[config.mk]
export PLATFORM = sky130hd
export DESIGN_NAME = otter_intr_ctrl
export DESIGN_NICKNAME = d
export VERILOG_FILES = /design/src/rtl/otter_intr_pkg.sv /design/src/rtl/otter_intr_ctrl_edge_det.sv /design/src/rtl/otter_intr_ctrl.sv
export SDC_FILE = /design/constraint.sdc
export NUM_CORES = 1
export LEC_CHECK = 0
export CAP_MARGIN = 20
export CORE_MARGIN = 5
export CORE_UTILIZATION = 41
export DETAILED_ROUTE_END_ITERATION = 12
export PLACE_DENSITY = 0.8
export SETUP_SLACK_MARGIN = 0.4
export SLEW_MARGIN = 30
export SYNTH_ARGS = -nofsm -noshare
export SYNTH_HDL_FRONTEND = slang
export SYNTH_SLANG_ARGS = --single-unit
[constraint.sdc]
create_clock -name clk -period 1.67 [get_ports clk]
set_input_delay 0.334 -clock clk [delete_from_list [all_inputs] [get_ports clk]]
set_output_delay 0.334 -clock clk [all_outputs]
set_load 0.03 [all_outputs]
[src/rtl/otter_intr_pkg.sv]
// Shared types and helpers for the OTTER interrupt controller.
// The INTR_SYNC_EN macro is not used here; it only affects intr_edge_det.
package otter_intr_pkg;

  // Hard upper bound on the number of interrupt sources.
  localparam int MAX_SRC = 16;

  // Request FSM: waiting for a request, driving intr, or servicing an ISR.
  typedef enum logic [1:0] {
    IDLE   = 2'd0,
    ASSERT = 2'd1,
    IN_ISR = 2'd2
  } intr_state_t;

  // Priority encoder: returns the lowest set index (0 when nothing is set).
  function automatic int prio_enc(input logic [MAX_SRC-1:0] elig);
    int idx;
    idx = 0;
    for (int i = MAX_SRC - 1; i >= 0; i--) begin
      if (elig[i]) idx = i;
    end
    return idx;
  endfunction

endpackage

[src/rtl/otter_intr_ctrl_edge_det.sv]
// Per-bit rising-edge detector for the interrupt lines.
// With INTR_SYNC_EN defined, every line first passes through a 2-flop
// synchroniser (adds two cycles of latency); otherwise irq_in must already
// be synchronous to clk.
module intr_edge_det #(
  parameter int WIDTH = 4
) (
  input  logic             clk,
  input  logic             RST,
  input  logic [WIDTH-1:0] irq_in,
  output logic [WIDTH-1:0] rise
);

  logic [WIDTH-1:0] irq_s;
  logic [WIDTH-1:0] irq_d_q;
  logic [WIDTH-1:0] irq_d_d;

`ifdef INTR_SYNC_EN
  logic [WIDTH-1:0] sync1_q;
  logic [WIDTH-1:0] sync2_q;

  // Two-stage synchroniser per line; cleared on reset.
  always_ff @(posedge clk) begin
    if (RST) begin
      sync1_q <= '0;
      sync2_q <= '0;
    end else begin
      sync1_q <= irq_in;
      sync2_q <= sync1_q;
    end
  end

  assign irq_s = sync2_q;
`else
  assign irq_s = irq_in;
`endif

  assign irq_d_d = irq_s;

  // History register: value of each line at the previous edge.
  always_ff @(posedge clk) begin
    if (RST) irq_d_q <= '0;
    else     irq_d_q <= irq_d_d;
  end

  // A line produces an event only on a low-to-high transition.
  genvar gi;
  generate
    for (gi = 0; gi < WIDTH; gi++) begin : g_rise
      assign rise[gi] = irq_s[gi] & ~irq_d_q[gi];
    end
  endgenerate

endmodule

[src/rtl/otter_intr_ctrl.sv]
// OTTER interrupt controller: edge-detects NUM_SRC lines into pending bits,
// masks and prioritises them (lowest index wins) and drives a registered
// intr request to the control unit, holding off new requests until mret.
// Optional macro INTR_SYNC_EN adds a 2-flop synchroniser on irq_in.
module otter_intr_ctrl
  import otter_intr_pkg::*;
#(
  parameter int                 NUM_SRC  = 4,
  parameter logic [NUM_SRC-1:0] MASK_RST = '0,
  localparam int                CW       = (NUM_SRC > 1) ? $clog2(NUM_SRC) : 1
) (
  input  logic               clk,
  input  logic               RST,
  input  logic [NUM_SRC-1:0] irq_in,
  input  logic               mie,
  input  logic               mask_we,
  input  logic [NUM_SRC-1:0] mask_wdata,
  input  logic               int_taken,
  input  logic               mret,
  output logic               intr,
  output logic [CW-1:0]      cause_id,
  output logic [NUM_SRC-1:0] pending,
  output logic [NUM_SRC-1:0] mask
);

  intr_state_t        state_q, state_d;
  logic               intr_q, intr_d;
  logic [CW-1:0]      cause_q, cause_d;
  logic [NUM_SRC-1:0] pending_q, pending_d;
  logic [NUM_SRC-1:0] mask_q, mask_d;

  logic [NUM_SRC-1:0] rise;
  logic [NUM_SRC-1:0] elig;
  logic [NUM_SRC-1:0] clr;
  logic [MAX_SRC-1:0] elig_ext;
  logic               req;
  logic [CW-1:0]      win;

  intr_edge_det #(
    .WIDTH (NUM_SRC)
  ) u_edge_det (
    .clk    (clk),
    .RST    (RST),
    .irq_in (irq_in),
    .rise   (rise)
  );

  // Eligibility and arbitration among masked pending sources.
  always_comb begin
    elig_ext                = '0;
    elig                    = pending_q & mask_q;
    elig_ext[NUM_SRC-1:0]   = elig;
    req                     = mie & (|elig);
    win                     = CW'(prio_enc(elig_ext));
  end

  // Next-state logic: FSM, intr, cause, pending clear and mask write.
  always_comb begin
    state_d = state_q;
    intr_d  = intr_q;
    cause_d = cause_q;
    clr     = '0;
    mask_d  = mask_we ? mask_wdata : mask_q;

    case (state_q)
      IDLE: begin
        intr_d = 1'b0;
        if (req) begin
          state_d = ASSERT;
          cause_d = win;
          intr_d  = 1'b1;
        end
      end
      ASSERT: begin
        if (int_taken) begin
          // Request consumed; cause stays visible for the ISR.
          state_d      = IN_ISR;
          intr_d       = 1'b0;
          clr[cause_q] = 1'b1;
        end else if (!req || !elig[cause_q]) begin
          // Request withdrawn by mask or mie; pending bit is kept.
          state_d = IDLE;
          intr_d  = 1'b0;
        end else begin
          // Cause is frozen while asserting, no re-arbitration.
          intr_d = 1'b1;
        end
      end
      IN_ISR: begin
        intr_d = 1'b0;
        if (mret) state_d = IDLE;
      end
      default: begin
        state_d = IDLE;
        intr_d  = 1'b0;
      end
    endcase

    // A new edge on the bit being cleared wins over the clear.
    pending_d = (pending_q & ~clr) | rise;
  end

  // State and output registers.
  always_ff @(posedge clk) begin
    if (RST) begin
      state_q   <= IDLE;
      intr_q    <= 1'b0;
      cause_q   <= '0;
      pending_q <= '0;
      mask_q    <= MASK_RST;
    end else begin
      state_q   <= state_d;
      intr_q    <= intr_d;
      cause_q   <= cause_d;
      pending_q <= pending_d;
      mask_q    <= mask_d;
    end
  end

  assign intr     = intr_q;
  assign cause_id = cause_q;
  assign pending  = pending_q;
  assign mask     = mask_q;

endmodule

# [Yosys cells after proc, flatten, opt, wreduce, memory -nomap -nowiden]
# Cells that the tools add are included.
[word_totals] regBits=17 latch_bits=0 ramBits=0 rom_bits=0 inputBits=14 memories=0
[classes] add_sub_neg=0 multipliers=0 n_div=0 n_lt_le_gt_ge=2 n_eq_ne=5 shift=0 muxes=19 bitwise=13 reduce_logical=8
[op_table] op="two-way mux 2 bit" n=8
[op_table] op="AND 4 bit" n=2
[op_table] op="two-way mux 4 bit" n=2
[op_table] op="one-hot mux 2 bit (3 select lines)" n=1
[op_table] op="AND 1 bit" n=5
[op_table] op="two-way mux 1 bit" n=5
[op_table] op="!= test 2 bit (second input constant)" n=2
[op_table] op="inverter 1 bit" n=4
[op_table] op="inverter 4 bit" n=1
[op_table] op="OR 4 bit" n=1
[op_table] op="OR reduction 4 bit" n=1
[op_table] op="less-than comparator 2 x 3 -> 1 bit (second input constant)" n=1
[op_table] op="!= test 3 bit (second input constant)" n=1
[op_table] op="AND reduction 3 bit" n=1
[op_table] op="binary-select mux 1 bit (select 2 bit)" n=1
[op_table] op="demux 1 bit (select 2 bit)" n=1
[op_table] op="equality test 2 x 1 -> 1 bit (second input constant)" n=1
[op_table] op="equality test 2 bit (second input constant)" n=1
[op_table] op="greater-or-equal comparator 2 x 1 -> 1 bit (second input constant)" n=1
[op_table] op="zero test 1 bit" n=2
[op_table] op="zero test 2 bit" n=1
[op_table] op="one-hot mux 1 bit (2 select lines)" n=1
[op_table] op="AND reduction 2 bit" n=1
[op_table] op="logical AND 1 bit" n=1
[op_table] op="logical OR 1 bit" n=1

# [Longest topological paths before layout]
[depth] depth_word=9 ltp_mapped=4 mapped_depth_nobuf=4

# [Cells and area by module]
# A second synthesis with hierarchy kept.
[hier_totals] cells_unflattened=72 area_unflattened_um2=684.4
[by_module_without_submodules] mod="otter_intr_ctrl" instances=1 cells_each=60 area_each_um2=544.3 seq_area_each_um2=260.2
[by_module_without_submodules] mod="intr_edge_det" instances=1 cells_each=12 area_each_um2=140.1 seq_area_each_um2=80.1

# [Least setup slack after synthesis]
# Ideal clock, no wire load.
[synth_path] kind="register -> register" startpoint="reg mask_q[2], in the netlist mask[2]" endpoint="reg intr_q, in the netlist intr" t_arrival_ns=1.381 t_required_ns=1.610 slack_ns=0.230 path_stages_with_launch=5 path_buffers=0 period_less_slack_ns=1.440 path_cell_list="dfxtp_1 -> nand2_1 -> mux4_2 -> o21ai_2 -> and3_1"
[synth_via] elab_chain_cells=8 word_cells_on_any_way=12
[synth_rtl] item="start, declared" line_no="otter_intr_ctrl.sv:30" rtl="logic [NUM_SRC-1:0] mask_q, mask_d;"
[synth_rtl] item="start signal, assigned" line_no="otter_intr_ctrl.sv:116" rtl="mask_q <= mask_d;"
[synth_rtl] item="AND 4 bit (*)" line_no="otter_intr_ctrl.sv:51" rtl="elig = pending_q & mask_q;"
[synth_rtl] item="binary-select mux 1 bit (select 2 bit) / OR reduction 4 bit (equally long branches)" line_no="otter_intr_ctrl.sv:80, otter_intr_ctrl.sv:53"
[synth_rtl] item="two-way mux 1 bit (not written as such) / AND 1 bit (equally long branches)" line_no="otter_intr_ctrl.sv:80, otter_intr_ctrl.sv:53"
[synth_rtl] item="zero test 1 bit" line_no="otter_intr_ctrl.sv:80" rtl="end else if (!req || !elig[cause_q]) begin"
[synth_rtl] item="logical OR 1 bit" line_no="otter_intr_ctrl.sv:80"
[synth_rtl] item="two-way mux 1 bit" line_no="otter_intr_ctrl.sv:80"
[synth_rtl] item="two-way mux 1 bit" line_no="otter_intr_ctrl.sv:75" rtl="if (int_taken) begin"
[synth_rtl] item="one-hot mux 1 bit (2 select lines) (*)" line_no="otter_intr_ctrl.sv:65" rtl="case (state_q)"
[synth_rtl] item="end signal, assigned" line_no="otter_intr_ctrl.sv:113" rtl="intr_q <= intr_d;"
[synth_rtl] item="end, declared" line_no="otter_intr_ctrl.sv:27" rtl="logic intr_q, intr_d;"
# Mark *: on every way between the ends. The rest lies on a longest branch, timed or not. The select of a mux whose other input is x is not followed.
# A chain may end at the register's enable or synchronous reset.

# [Final worst setup path]
[layout_path] startpoint="reg cause_q[0], in the netlist cause_id[0]" endpoint="reg intr_q, in the netlist intr"
[layout_via] elab_chain_cells=7
[layout_rtl] item="start, declared" line_no="otter_intr_ctrl.sv:28" rtl="logic [CW-1:0] cause_q, cause_d;"
[layout_rtl] item="start signal, assigned" line_no="otter_intr_ctrl.sv:114" rtl="cause_q <= cause_d;"
[layout_rtl] item="binary-select mux 1 bit (select 2 bit)" line_no="otter_intr_ctrl.sv:80"
[layout_rtl] item="two-way mux 1 bit (not written as such)" line_no="otter_intr_ctrl.sv:80"
[layout_rtl] item="zero test 1 bit" line_no="otter_intr_ctrl.sv:80"
[layout_rtl] item="logical OR 1 bit" line_no="otter_intr_ctrl.sv:80"
[layout_rtl] item="two-way mux 1 bit" line_no="otter_intr_ctrl.sv:80"
[layout_rtl] item="two-way mux 1 bit" line_no="otter_intr_ctrl.sv:75"
[layout_rtl] item="one-hot mux 1 bit (2 select lines)" line_no="otter_intr_ctrl.sv:65"
# Every way passes these cells. The select of a mux whose other input is x is not followed.

==> impl_metrics.toml <==
[setup_path]
rr_startpoint = "cause_id[0]"
critPathKind = "reg -> reg"
cp_max_fo = 4
required_ps = 1900
r2r-end = "intr"
crit_arrival_ps = 1500
r2r_setup_slack_ps = 400
startpoint_type = "flip-flop"
rr_worst_depth = 4
endpoint_kind = "flip-flop"

[placed_design]
io_buffers = 24
place.gp.congestion = 0.737
hpwl_um = 1190

[power_and_ir_drop]
pwr_density_cell_nw_per_um2 = 796
p_total_uw = 799
vdd.ir_drop.worst_mv = 0.524
p_leak_uw = 0.000435

[clock_tree]
cts_root_buf = "clkbuf_4"
clkTransAtPathRegs_ps = 90
tritoncts = "built"
clock_path_buffers = 2
numCtsBuffers = 3
clock_sinks = 17
clk-insertion-delay-late_ps = 280
cts_hold_buf = 0
cts_max_level = 1

[cells_and_area]
nets = 116
final_common_cell = "clkdlybuf4s50_1"
syn_to_final_growth_pct = 51.9
fillerInstances = 126
multi_input_area_um2 = 325
seqCellArea_um2 = 375
drive_above_1_share_pct = 39.6
diodes = 0
layout_common_cells = "clkdlybuf4s50_1, dfxtp_4, buf_2"

[drt]
wl_um = 1610
wire_per_inst_um = 13.7
firstDrtPassIters = 4
drc = 0
drtIter0Drc = 17
vias = 616
vias_per_cell = 5.26
ant_nets = 0

[sta]
period_share_pct = 76.0
max_freq_mhz = 788
rsz0062_at_grt = "yes"
min_period_ps = 1270
relSlewSlack_pct = 81.7
skew_ps = 4.54
maxSlewViolCount = 0
finalSetupViolations = 0
worstMarginPinSlew_ps = 273
fin_hold_ws_ps = 473
setup_tns_ps = 0
timing_hold_violations_final = 0

[synth]
seq_area_frac_synth_pct = 51.5
synth_area_per_cell_um2 = 9.72
synth.distinct_cells = 20
ys_seq_elements = 17
ys_warn_count = 0
synth_area_um2 = 661
syn-instance-count = 68
syn-num-nets = 82

[hold_path]
whs_path_depth = 2
min_from = "u_edge_det.irq_d_q[1]"
worst_hold_path.endpoint = "pending[1]"
hp-class = "reg -> reg"

[floorplanning]
die_width_um = 50.1
coreArea_um2 = 1520
die_h_um = 50.1
start_util_pct = 43.3
die_area_um2 = 2510
ios = 25
rows = 14

[global_route]
grt_pass1_wl_um = 2620
gr-total-overflow = 0
grt_max_degree = 10
first_global_vias = 605
antenna_found_initial = 0
grtUsageTotal_pct = 13.2

[outcome]
status = "completed"

[run]
maxCapViolCount = 0
repair_timing:
action / 4_1_cts / 5_1_grt
gates resized for setup: 60 / 3
endpoints found under the setup margin: 15 / 3
pin swaps: 1 / 1
setup buffers: 4 / 1
flip-flops by register name, indices dropped and copies added, names as in the netlist:
name                flops
cause_id                2
state_q                 2
intr                    1
pending                 4
u_edge_det.irq_d_q      4
mask                    4
through the flow:
stage	area (µm²)	worst slack, ps	util [%]	std cells
2_1_floorplan	692	402	-	68
3_3_place_gp	960	131	63.0	108
3_5_place_dp	960	13.8	63.0	108
4_1_cts	988	383	64.9	116
5_1_grt	1000	349	65.8	117
6_report	1000	401	65.8	117
cells by family (layout without fill, tap and decap cells):
| family | Yosys count | after routing | share of synthesized area [%] |
|---|---|---|---|
| AO/OA/AOI/OAI | 15 | 15 | 15.2 |
| buffers and inverters | 4 | 37 | 2.27 |
| flip-flops | 17 | 17 | 51.5 |
| multiplexers | 5 | 5 | 9.47 |
| AND/OR/NAND/NOR | 27 | 27 | 21.6 |
cell usage after synthesis:
| cell | number | area (µm²) |
|---|---|---|
| clkbuf_1 | 2 | 7.51 |
| a21oi_1 | 7 | 35.0 |
| o21ai_2 | 1 | 8.76 |
| a211oi_1 | 1 | 7.51 |
| mux2i_1 | 4 | 40.0 |
| a32o_1 | 1 | 10.0 |
| a21o_2 | 1 | 8.76 |
| mux4_2 | 1 | 22.5 |
| nor2b_1 | 4 | 25.0 |
| dfxtp_1 | 17 | 340 |
| o31ai_1 | 4 | 30.0 |
| inv_2 | 1 | 3.75 |
| nor3b_1 | 2 | 15.0 |
| nand3b_1 | 1 | 7.51 |
| inv_1 | 1 | 3.75 |
| nand4_1 | 2 | 12.5 |
| nor2_1 | 5 | 18.8 |
| nand2_1 | 7 | 26.3 |
| and3_1 | 2 | 12.5 |
| nand2b_1 | 4 | 25.0 |
layout make-up:
| cell class | instances | share of cell area [%] |
|---|---|---|
| Sequential cell | 17 | 37.4 |
| Multi-Input combinational cell | 47 | 32.4 |
| Timing Repair Buffer | 31 | 24.6 |
| Clock buffer | 4 | 2.62 |
| Tap cell | 16 | 2.00 |
| Inverter | 2 | 0.998 |
how the worst max path moves through the flow:
stage / start / to / slack [ps] / cells past startpoint
floorplan: cause_id[0] / intr / 400 / 4
global placement: mie / cause_id[1] / 130 / 4
detailed placement: mie / cause_id[1] / 10 / 4
CTS: cause_id[0] / intr / 380 / 4
global route: cause_id[0] / intr / 350 / 4
finish: cause_id[0] / intr / 400 / 4
critical path, cell delays in order (launching register included):
cell and delay [ps]:
dfxtp_4 370, inv_4 60, mux4_2 500, o21ai_2 130, and3_1 160
per-layer routing:
metal	track usage, %	part of all wire (%)	vias to the layer above
met5	0	0	-
met4	5.24	0	0
met3	6.21	10	0
met2	21.1	49	26
met1	15.0	40	282
li1	-	-	308
power breakdown:
group	switching [µW]	internal [µW]
sequential	18.7	422
combinational	73.7	72.7
clock	118	92.7
No activity file was read; power rests on OpenSTA's default activity.
